[src/rtl/bit_serializer_pkg.sv]
// Shared definitions for the serializer front end and the sequence detector it feeds.
// Holds the state encodings, the detector pattern and the default word width.
package bit_serializer_pkg;

  typedef enum logic {
    IDLE  = 1'b0,
    SHIFT = 1'b1
  } state_t;

  // Pattern the downstream detector looks for; benches and both stages share it.
  localparam logic [3:0] DETECT_PATTERN = 4'b1101;

  localparam int DEFAULT_WIDTH = 8;

  function automatic int cnt_width(input int width);
    return $clog2(width + 1);
  endfunction

endpackage

[src/rtl/bit_serializer_bit_counter.sv]
// Up-counter with synchronous clear, enable and a terminal-count flag at LAST.
// Latency: cnt updates on the edge after clr/en; tc is combinational from cnt.
module bit_counter #(
  parameter int            CW   = 4,
  parameter logic [CW-1:0] LAST = '0
) (
  input  logic          clk,
  input  logic          reset,
  input  logic          clr,
  input  logic          en,
  output logic [CW-1:0] cnt,
  output logic          tc
);

  logic [CW-1:0] cnt_d;
  logic [CW-1:0] cnt_q;

  always_comb begin
    cnt_d = cnt_q;
    if (clr) begin
      cnt_d = '0;
    end else if (en) begin
      cnt_d = cnt_q + CW'(1);
    end
  end

  always_ff @(posedge clk) begin
    if (reset) begin
      cnt_q <= '0;
    end else begin
      cnt_q <= cnt_d;
    end
  end

  assign cnt = cnt_q;
  assign tc  = (cnt_q == LAST);

endmodule

[src/rtl/bit_serializer.sv]
// Parallel-to-serial front end: first bit on w one cycle after the din handshake; din_ready only
// in IDLE or on the final frame cycle so words chain without a bubble. SERIALIZER_PARITY_EN appends an even-parity bit.
module bit_serializer
  import bit_serializer_pkg::*;
#(
  parameter int WIDTH     = DEFAULT_WIDTH,
  parameter bit MSB_FIRST = 1'b1
) (
  input  logic             clk,
  input  logic             reset,
  input  logic [WIDTH-1:0] din,
  input  logic             din_valid,
  output logic             din_ready,
  output logic             w,
  output logic             w_valid,
  output logic             busy
);

  localparam int CW = cnt_width(WIDTH);
`ifdef SERIALIZER_PARITY_EN
  localparam int FRAME = WIDTH + 1;
`else
  localparam int FRAME = WIDTH;
`endif
  localparam logic [CW-1:0] LAST_FRAME = CW'(FRAME - 1);

  generate
    if (WIDTH < 2 || WIDTH > 32) begin : g_bad_width
      $error("bit_serializer: WIDTH must be in 2..32");
    end
  endgenerate

  state_t           state_d, state_q;
  logic [WIDTH-1:0] shreg_d, shreg_q;
  logic             w_d, w_q;
  logic             w_valid_d, w_valid_q;
  logic             busy_d, busy_q;
`ifdef SERIALIZER_PARITY_EN
  localparam logic [CW-1:0] LAST_DATA = CW'(WIDTH - 1);
  logic             parity_d, parity_q;
`endif

  logic [CW-1:0] cnt;
  logic          tc;
  logic          last_cycle;
  logic          take;

  // The counter idles at zero so the first bit of a new word always sees cnt == 0.
  bit_counter #(
    .CW   (CW),
    .LAST (LAST_FRAME)
  ) u_bit_counter (
    .clk   (clk),
    .reset (reset),
    .clr   ((state_q != SHIFT) || tc),
    .en    (state_q == SHIFT),
    .cnt   (cnt),
    .tc    (tc)
  );

`ifndef SERIALIZER_PARITY_EN
  logic unused_cnt;
  assign unused_cnt = ^cnt;
`endif

  assign last_cycle = (state_q == SHIFT) && tc;
  assign din_ready  = !reset && ((state_q == IDLE) || last_cycle);
  assign take       = din_valid && din_ready;

  always_comb begin
    state_d   = state_q;
    shreg_d   = shreg_q;
    w_d       = 1'b0;
    w_valid_d = 1'b0;
    busy_d    = 1'b0;
`ifdef SERIALIZER_PARITY_EN
    parity_d  = parity_q;
`endif
    if (take) begin
      // First bit goes straight to w; the register keeps the rest, pre-shifted by one.
      state_d   = SHIFT;
      w_d       = MSB_FIRST ? din[WIDTH-1] : din[0];
      shreg_d   = MSB_FIRST ? {din[WIDTH-2:0], 1'b0} : {1'b0, din[WIDTH-1:1]};
      w_valid_d = 1'b1;
      busy_d    = 1'b1;
`ifdef SERIALIZER_PARITY_EN
      parity_d  = ^din;
`endif
    end else if (state_q == SHIFT && !tc) begin
      w_d       = MSB_FIRST ? shreg_q[WIDTH-1] : shreg_q[0];
      shreg_d   = MSB_FIRST ? {shreg_q[WIDTH-2:0], 1'b0} : {1'b0, shreg_q[WIDTH-1:1]};
      w_valid_d = 1'b1;
      busy_d    = 1'b1;
`ifdef SERIALIZER_PARITY_EN
      if (cnt == LAST_DATA) begin
        w_d = parity_q;
      end
`endif
    end else begin
      // End of frame with no follow-on word, plain idle, or a stray encoding.
      state_d = IDLE;
    end
  end

  always_ff @(posedge clk) begin
    if (reset) begin
      state_q   <= IDLE;
      shreg_q   <= '0;
      w_q       <= 1'b0;
      w_valid_q <= 1'b0;
      busy_q    <= 1'b0;
`ifdef SERIALIZER_PARITY_EN
      parity_q  <= 1'b0;
`endif
    end else begin
      state_q   <= state_d;
      shreg_q   <= shreg_d;
      w_q       <= w_d;
      w_valid_q <= w_valid_d;
      busy_q    <= busy_d;
`ifdef SERIALIZER_PARITY_EN
      parity_q  <= parity_d;
`endif
    end
  end

  assign w       = w_q;
  assign w_valid = w_valid_q;
  assign busy    = busy_q;

  a_idle_line_low: assert property (@(posedge clk) !w_valid_q |-> !w_q);
  a_busy_tracks_valid: assert property (@(posedge clk) busy_q == w_valid_q);

endmodule

[config.mk]
export PLATFORM = sky130hd
export DESIGN_NAME = bit_serializer
export DESIGN_NICKNAME = d
export VERILOG_FILES = /design/src/rtl/bit_serializer_pkg.sv /design/src/rtl/bit_serializer_bit_counter.sv /design/src/rtl/bit_serializer.sv
export SDC_FILE = /design/constraint.sdc
export NUM_CORES = 1
export LEC_CHECK = 0
export ABC_AREA = 1
export ABC_CLOCK_PERIOD_IN_PS = 1200
export BUFFER_PORTS_ARGS = -buffer_cell sky130_fd_sc_hd__buf_2
export CORE_AREA = 2 2 46 48
export CTS_CLUSTER_SIZE = 10
export DETAILED_ROUTE_END_ITERATION = 8
export DIE_AREA = 0 0 48 50
export SLEW_MARGIN = 10
export SYNTH_ARGS = -nofsm -noshare
export SYNTH_HDL_FRONTEND = slang
export SYNTH_SLANG_ARGS = --single-unit
[constraint.sdc]
create_clock -name clk -period 1.2 [get_ports clk]
set_input_delay 0.18 -clock clk [delete_from_list [all_inputs] [get_ports clk]]
set_output_delay 0.18 -clock clk [all_outputs]
set_load 0.1 [all_outputs]
* Word-level counts from Yosys, hierarchy flattened *
Index checks and enable logic that the tools add are counted.

storage, ports and cells
  output and inout port bits = 4
  register bits = 14
  bits in latches = 0
  RAM bits = 0
  memories kept = 0
  memory bits (read-only) = 0

operators by class
  bitwise gates (word level) = 1
  multiply operators = 0
  reductions and logical operators = 10
  add/subtract/negate cells = 1
  eq/ne operators = 2
  multiplexer cells = 8
  shifts and indexed selects = 0
  div/mod/pow operators = 0
  magnitude comparators = 0

operators with widths
  operator               count
  $mux W8                2
  $mux W1                6
  $add A4 B1 Y4 const B  1
  $eq A4 B3 Y1 const B   1
  $logic_and A1 B1 Y1    4
  $logic_not A1 Y1       2
  $logic_or A1 B1 Y1     2
  $ne A2 B2 Y1 const B   1
  $reduce_bool A2 Y1     1
  $reduce_or A2 Y1       1
  $not A1 Y1             1

* Logic depth before layout (Yosys ltp) *
  depth in word-level cells = 6
  mapped depth = 8
  gate-level depth less buffers = 8

* Hierarchy *
Synthesis repeated with hierarchy kept, for this count alone.

second synthesis, totals
  cell total of the unflattened synthesis = 95
  area, all modules = 663.1 um^2

by module, submodules not included
  module          seq. area each (um^2)  area an instance (um^2)  times used  cells each
  bit_serializer  200.2                  489.2                    1           71
  bit_counter     80.1                   173.9                    1           24

* Worst setup path after synthesis *
No wires, ideal clock.

  path kind = flip-flop to output port
  from = register u_bit_counter.cnt_q[0], in the netlist u_bit_counter.cnt[0]
  to = output port din_ready
  data required time = 1020 ps
  setup slack = -1032 ps
  arrival time = 2052 ps
  buffers on the path = 0
  stages on the path, launching flop included = 6
  cell sequence = dfxtp_1 > ha_1 > nand3_2 > nand2_4 > inv_2 > nor2_1

between the ends
  longest elaborated chain between the ends = 4

ends and longest elaborated chain
  what                      RTL line                          source
  start: declaration        bit_serializer_bit_counter.sv:16  logic [CW-1:0] cnt_q;
  start signal: assignment  bit_serializer_bit_counter.sv:31  cnt_q <= cnt_d;
  $eq A4 B3 Y1              bit_serializer_bit_counter.sv:36  assign tc = (cnt_q == LAST);
  $logic_and A1 B1 Y1       bit_serializer.sv:66              assign last_cycle = (state_q == SHIFT) && tc;
  $logic_or A1 B1 Y1        bit_serializer.sv:67              assign din_ready = !reset && ((state_q == IDLE) || last_cycle);
  $logic_and A1 B1 Y1       bit_serializer.sv:67
  end: declaration          bit_serializer.sv:13              output logic din_ready,

Every way passes these cells.

* Worst setup path in the final report *
Ends and elaborated chain as after synthesis.

==> metrics.json <==
{
  "run_status": {
    "status": "finished, violations left",
    "failed_checks": "setup timing"
  },
  "setup_path": {
    "timing.critical_path.cells": "ha_4 -> nand3_4 -> nand2_4 -> inv_6 -> nor2_4 -> buf_12",
    "start_kind": "flop",
    "crit_path_max_fanout": 2,
    "cpPeakStageDelay_ns": 0.36,
    "crit_required_ns": 1.02,
    "critical_path_buf_inv_count": 2,
    "cp_slowest_cell": "sky130_fd_sc_hd__dfxtp_2",
    "setup_cp_type": "reg -> out",
    "setup.worst_path.end_class": "output port",
    "worst_path_dominant_cell_family": "flip-flops",
    "crit_arrival_ns": 1.26
  },
  "routing": {
    "num_vias": 647,
    "route.antenna.remaining_nets": 0,
    "drcViolationCount": 0,
    "totalWireLength_um": 1460,
    "route.detailed.vias_per_inst": 4.86,
    "drt_iter0_markers": 9,
    "avgRoutedWirePerCell_um": 11.0,
    "first_pass_iters": 4
  },
  "sta": {
    "finalSetupViolations": 8,
    "clock_skew_ns": 0.00628,
    "final.setup.tns_ns": -0.531,
    "finalCriticalPeriod_ns": 1.44,
    "post-route-period-util_pct": 120,
    "max-slew-margin-rel_pct": 82.5,
    "final_max_slew_viol_count": 0,
    "fmaxAchievable_mhz": 697,
    "final_critical_path_setup_slack_ns": -0.236,
    "timing_worst_slew_pin_value_ns": 0.263,
    "final_hold_viol_count": 0,
    "rsz0062_at_grt": "true"
  },
  "place": {
    "place.port_buffers": 14,
    "placed_cell_area_sq_um": 923,
    "hpwlAfterDp_um": 976,
    "routabilityCongestion": 0.755
  },
  "logic_synthesis": {
    "post_synth_num_cell_types": 24,
    "synthesis.area_sq_um": 741,
    "synth.top_cells.by_count": "sky130_fd_sc_hd__nand2_1, sky130_fd_sc_hd__dfxtp_1, sky130_fd_sc_hd__inv_1",
    "synth-edff-count": 0,
    "synth_area_leader_cell": "sky130_fd_sc_hd__dfxtp_1",
    "asyncSetResetFlopFracSynth_pct": 0,
    "synth_top_area_share_pct": 37.8,
    "yosys_warnings": 0,
    "synth_area_per_cell_sq_um": 8.92,
    "ys.flop_type": "sky130_fd_sc_hd__dfxtp_1",
    "postSynthNetCount": 95,
    "most_frequent_cell_after_synthesis": "sky130_fd_sc_hd__nand2_1",
    "synth.top_cells.by_area": "sky130_fd_sc_hd__dfxtp_1, sky130_fd_sc_hd__o211ai_2, sky130_fd_sc_hd__nand2_1",
    "synth.yosys.seq_area_share_pct": 37.8,
    "synth.ff_latch_count": 14,
    "synthesized_instance_count": 83
  },
  "floorplan": {
    "dieHeight_um": 50,
    "placeableCoreArea_sq_um": 1900,
    "core.rowCount": 16,
    "starting_density_of_the_core_pct": 38.9,
    "top_level_ports": 15,
    "die_w_um": 48,
    "die_area_sq_um": 2400
  },
  "layout": {
    "drive_above_1_share_pct": 50.9,
    "fillerInstances": 168,
    "utilization_after_layout_pct": 55.5,
    "syn_to_final_growth_pct": 42.6,
    "num_antenna_cells": 0,
    "finalNetCount": 119,
    "postLayoutCellArea_sq_um": 1060
  },
  "job": {
    "max_cap_violations": 0
  },
  "clock_tree": {
    "clockBufferDepth": 2,
    "tritoncts_clock_tree": "yes",
    "cts_hold_buffers": 0,
    "cts.clk_slew.worst_paths_ns": 0.09,
    "htreeDepth": 1,
    "clock_tree.root_cell": "sky130_fd_sc_hd__clkbuf_4",
    "worst_skew_pair_latency_ns": 0.29,
    "clock_sinks": 14,
    "cts_inserted_buffers": 3
  },
  "worst_hold_path": {
    "worst_hold_path_type": "in -> reg"
  },
  "power_and_ir_drop": {
    "pwr-share-seq_pct": 44.5,
    "power_density_nw_per_um2": 1060,
    "sw_frac_of_total_pct": 30.4,
    "clkPwrFrac_pct": 31.2,
    "power.leakage_nw": 0.491,
    "netSwitchingPower_uw": 342,
    "comb_power_share_pct": 24.3,
    "vdd_drop_max_v": 0.000635,
    "total_power_mw": 1.12,
    "power_report.internal_total_uw": 782
  },
  "grt": {
    "grt_usage_pct": 14.6,
    "number_of_global_route_vias_before_repair": 611,
    "globalRouteOverflowTotal": 0,
    "grt_start_max_net_pins": 18,
    "grt_pass1_wl_um": 2490,
    "number_of_antenna_violations_at_the_first_check_in_global_routing": 0
  }
}
## logic make-up after synthesis
family / share of synthesized area (%)
AOI/OAI and AO/OA: 13.3
buffers and inverters: 13.5
xor gates and xnor gates: 1.18
adders and majority gates: 1.69
DFF: 37.8
and+or+nand+nor: 31.1
muxes: 1.35
## metal layers
layer | GRT usage (%) | routed length (um)
met1 | 17.9 | 665
met2 | 22.7 | 686
met3 | 2.20 | 52
met4 | 9.46 | 53
met5 | 0 | 0
## registers in the layout (all words and copies together) (netlist names)
register,cells
busy,1
shreg_q,7
state_q,1
u_bit_counter.cnt,4
w,1
## worst min-delay path, delay by kind of cell
family          cells  cell delay (ns)
compound gates      1             0.05
buf+inv             2             0.14
## layout make-up
cell class	count	area, sq um	share of cell area (%)
clock buffers	4	36.3	3.44
repair buffers	24	240	22.7
multi-input cells	54	412	39.0
well taps	27	33.8	3.20
inverters	10	47.5	4.50
flip-flops and latches	14	287	27.1
## metrics by stage
stage | instances | hold WS, ns | setup slack, ns
floorplan | 83 | 0.325 | -0.214
global placement | 125 | 0.428 | 0.0270
detailed placement | 125 | 0.436 | 0.00962
CTS | 133 | 0.119 | -0.233
global route | 133 | 0.147 | -0.288
finish | 133 | 0.129 | -0.236
## what timing repair did
action,CTS,global route
pin swaps,3,3
buffers inserted,3,0
gates cloned,1,0
gates resized for setup,4,8
endpoints found under the setup margin,3,13
## worst paths after layout
kind	start	end	slack (ns)	cells past startpoint
min	din[7]	w$_SDFF_PP0_	0.13	3
min reg2reg	u_bit_counter.cnt[3]$_SDFFE_PP0P_	u_bit_counter.cnt[3]$_SDFFE_PP0P_	0.48	2
max reg2reg	u_bit_counter.cnt[0]$_SDFFE_PP0P_	shreg_q[7]$_SDFFE_PP0P_	-0.07	9
max	u_bit_counter.cnt[0]$_SDFFE_PP0P_	din_ready	-0.24	6
## power groups by stage
stage / registers, mW / logic [mW] / clock network, mW
2_1_floorplan: 0.535 / 0.141 / 0
3_3_place_gp: 0.510 / 0.229 / 0
3_5_place_dp: 0.510 / 0.231 / 0
4_1_cts: 0.499 / 0.265 / 0.359
5_1_grt: 0.502 / 0.290 / 0.379
6_report: 0.500 / 0.273 / 0.351
## placed cells by master (no fill, tap or decap), types with 2 or more instances in the layout
cell type                  instances
sky130_fd_sc_hd__nand2_1          15
sky130_fd_sc_hd__dfxtp_1          11
sky130_fd_sc_hd__buf_2            10
sky130_fd_sc_hd__inv_1             7
sky130_fd_sc_hd__nand4_1           6
sky130_fd_sc_hd__buf_4             6
sky130_fd_sc_hd__o211ai_2          5
sky130_fd_sc_hd__nand3_2           5
sky130_fd_sc_hd__buf_12            4
sky130_fd_sc_hd__a21oi_1           3
sky130_fd_sc_hd__nand3_1           3
sky130_fd_sc_hd__nor2_1            3
sky130_fd_sc_hd__clkbuf_4          3
sky130_fd_sc_hd__nand3_4           2
sky130_fd_sc_hd__nand4_2           2
sky130_fd_sc_hd__buf_6             2
sky130_fd_sc_hd__dfxtp_2           2
Note: power is estimated with default switching activity, not from simulation.
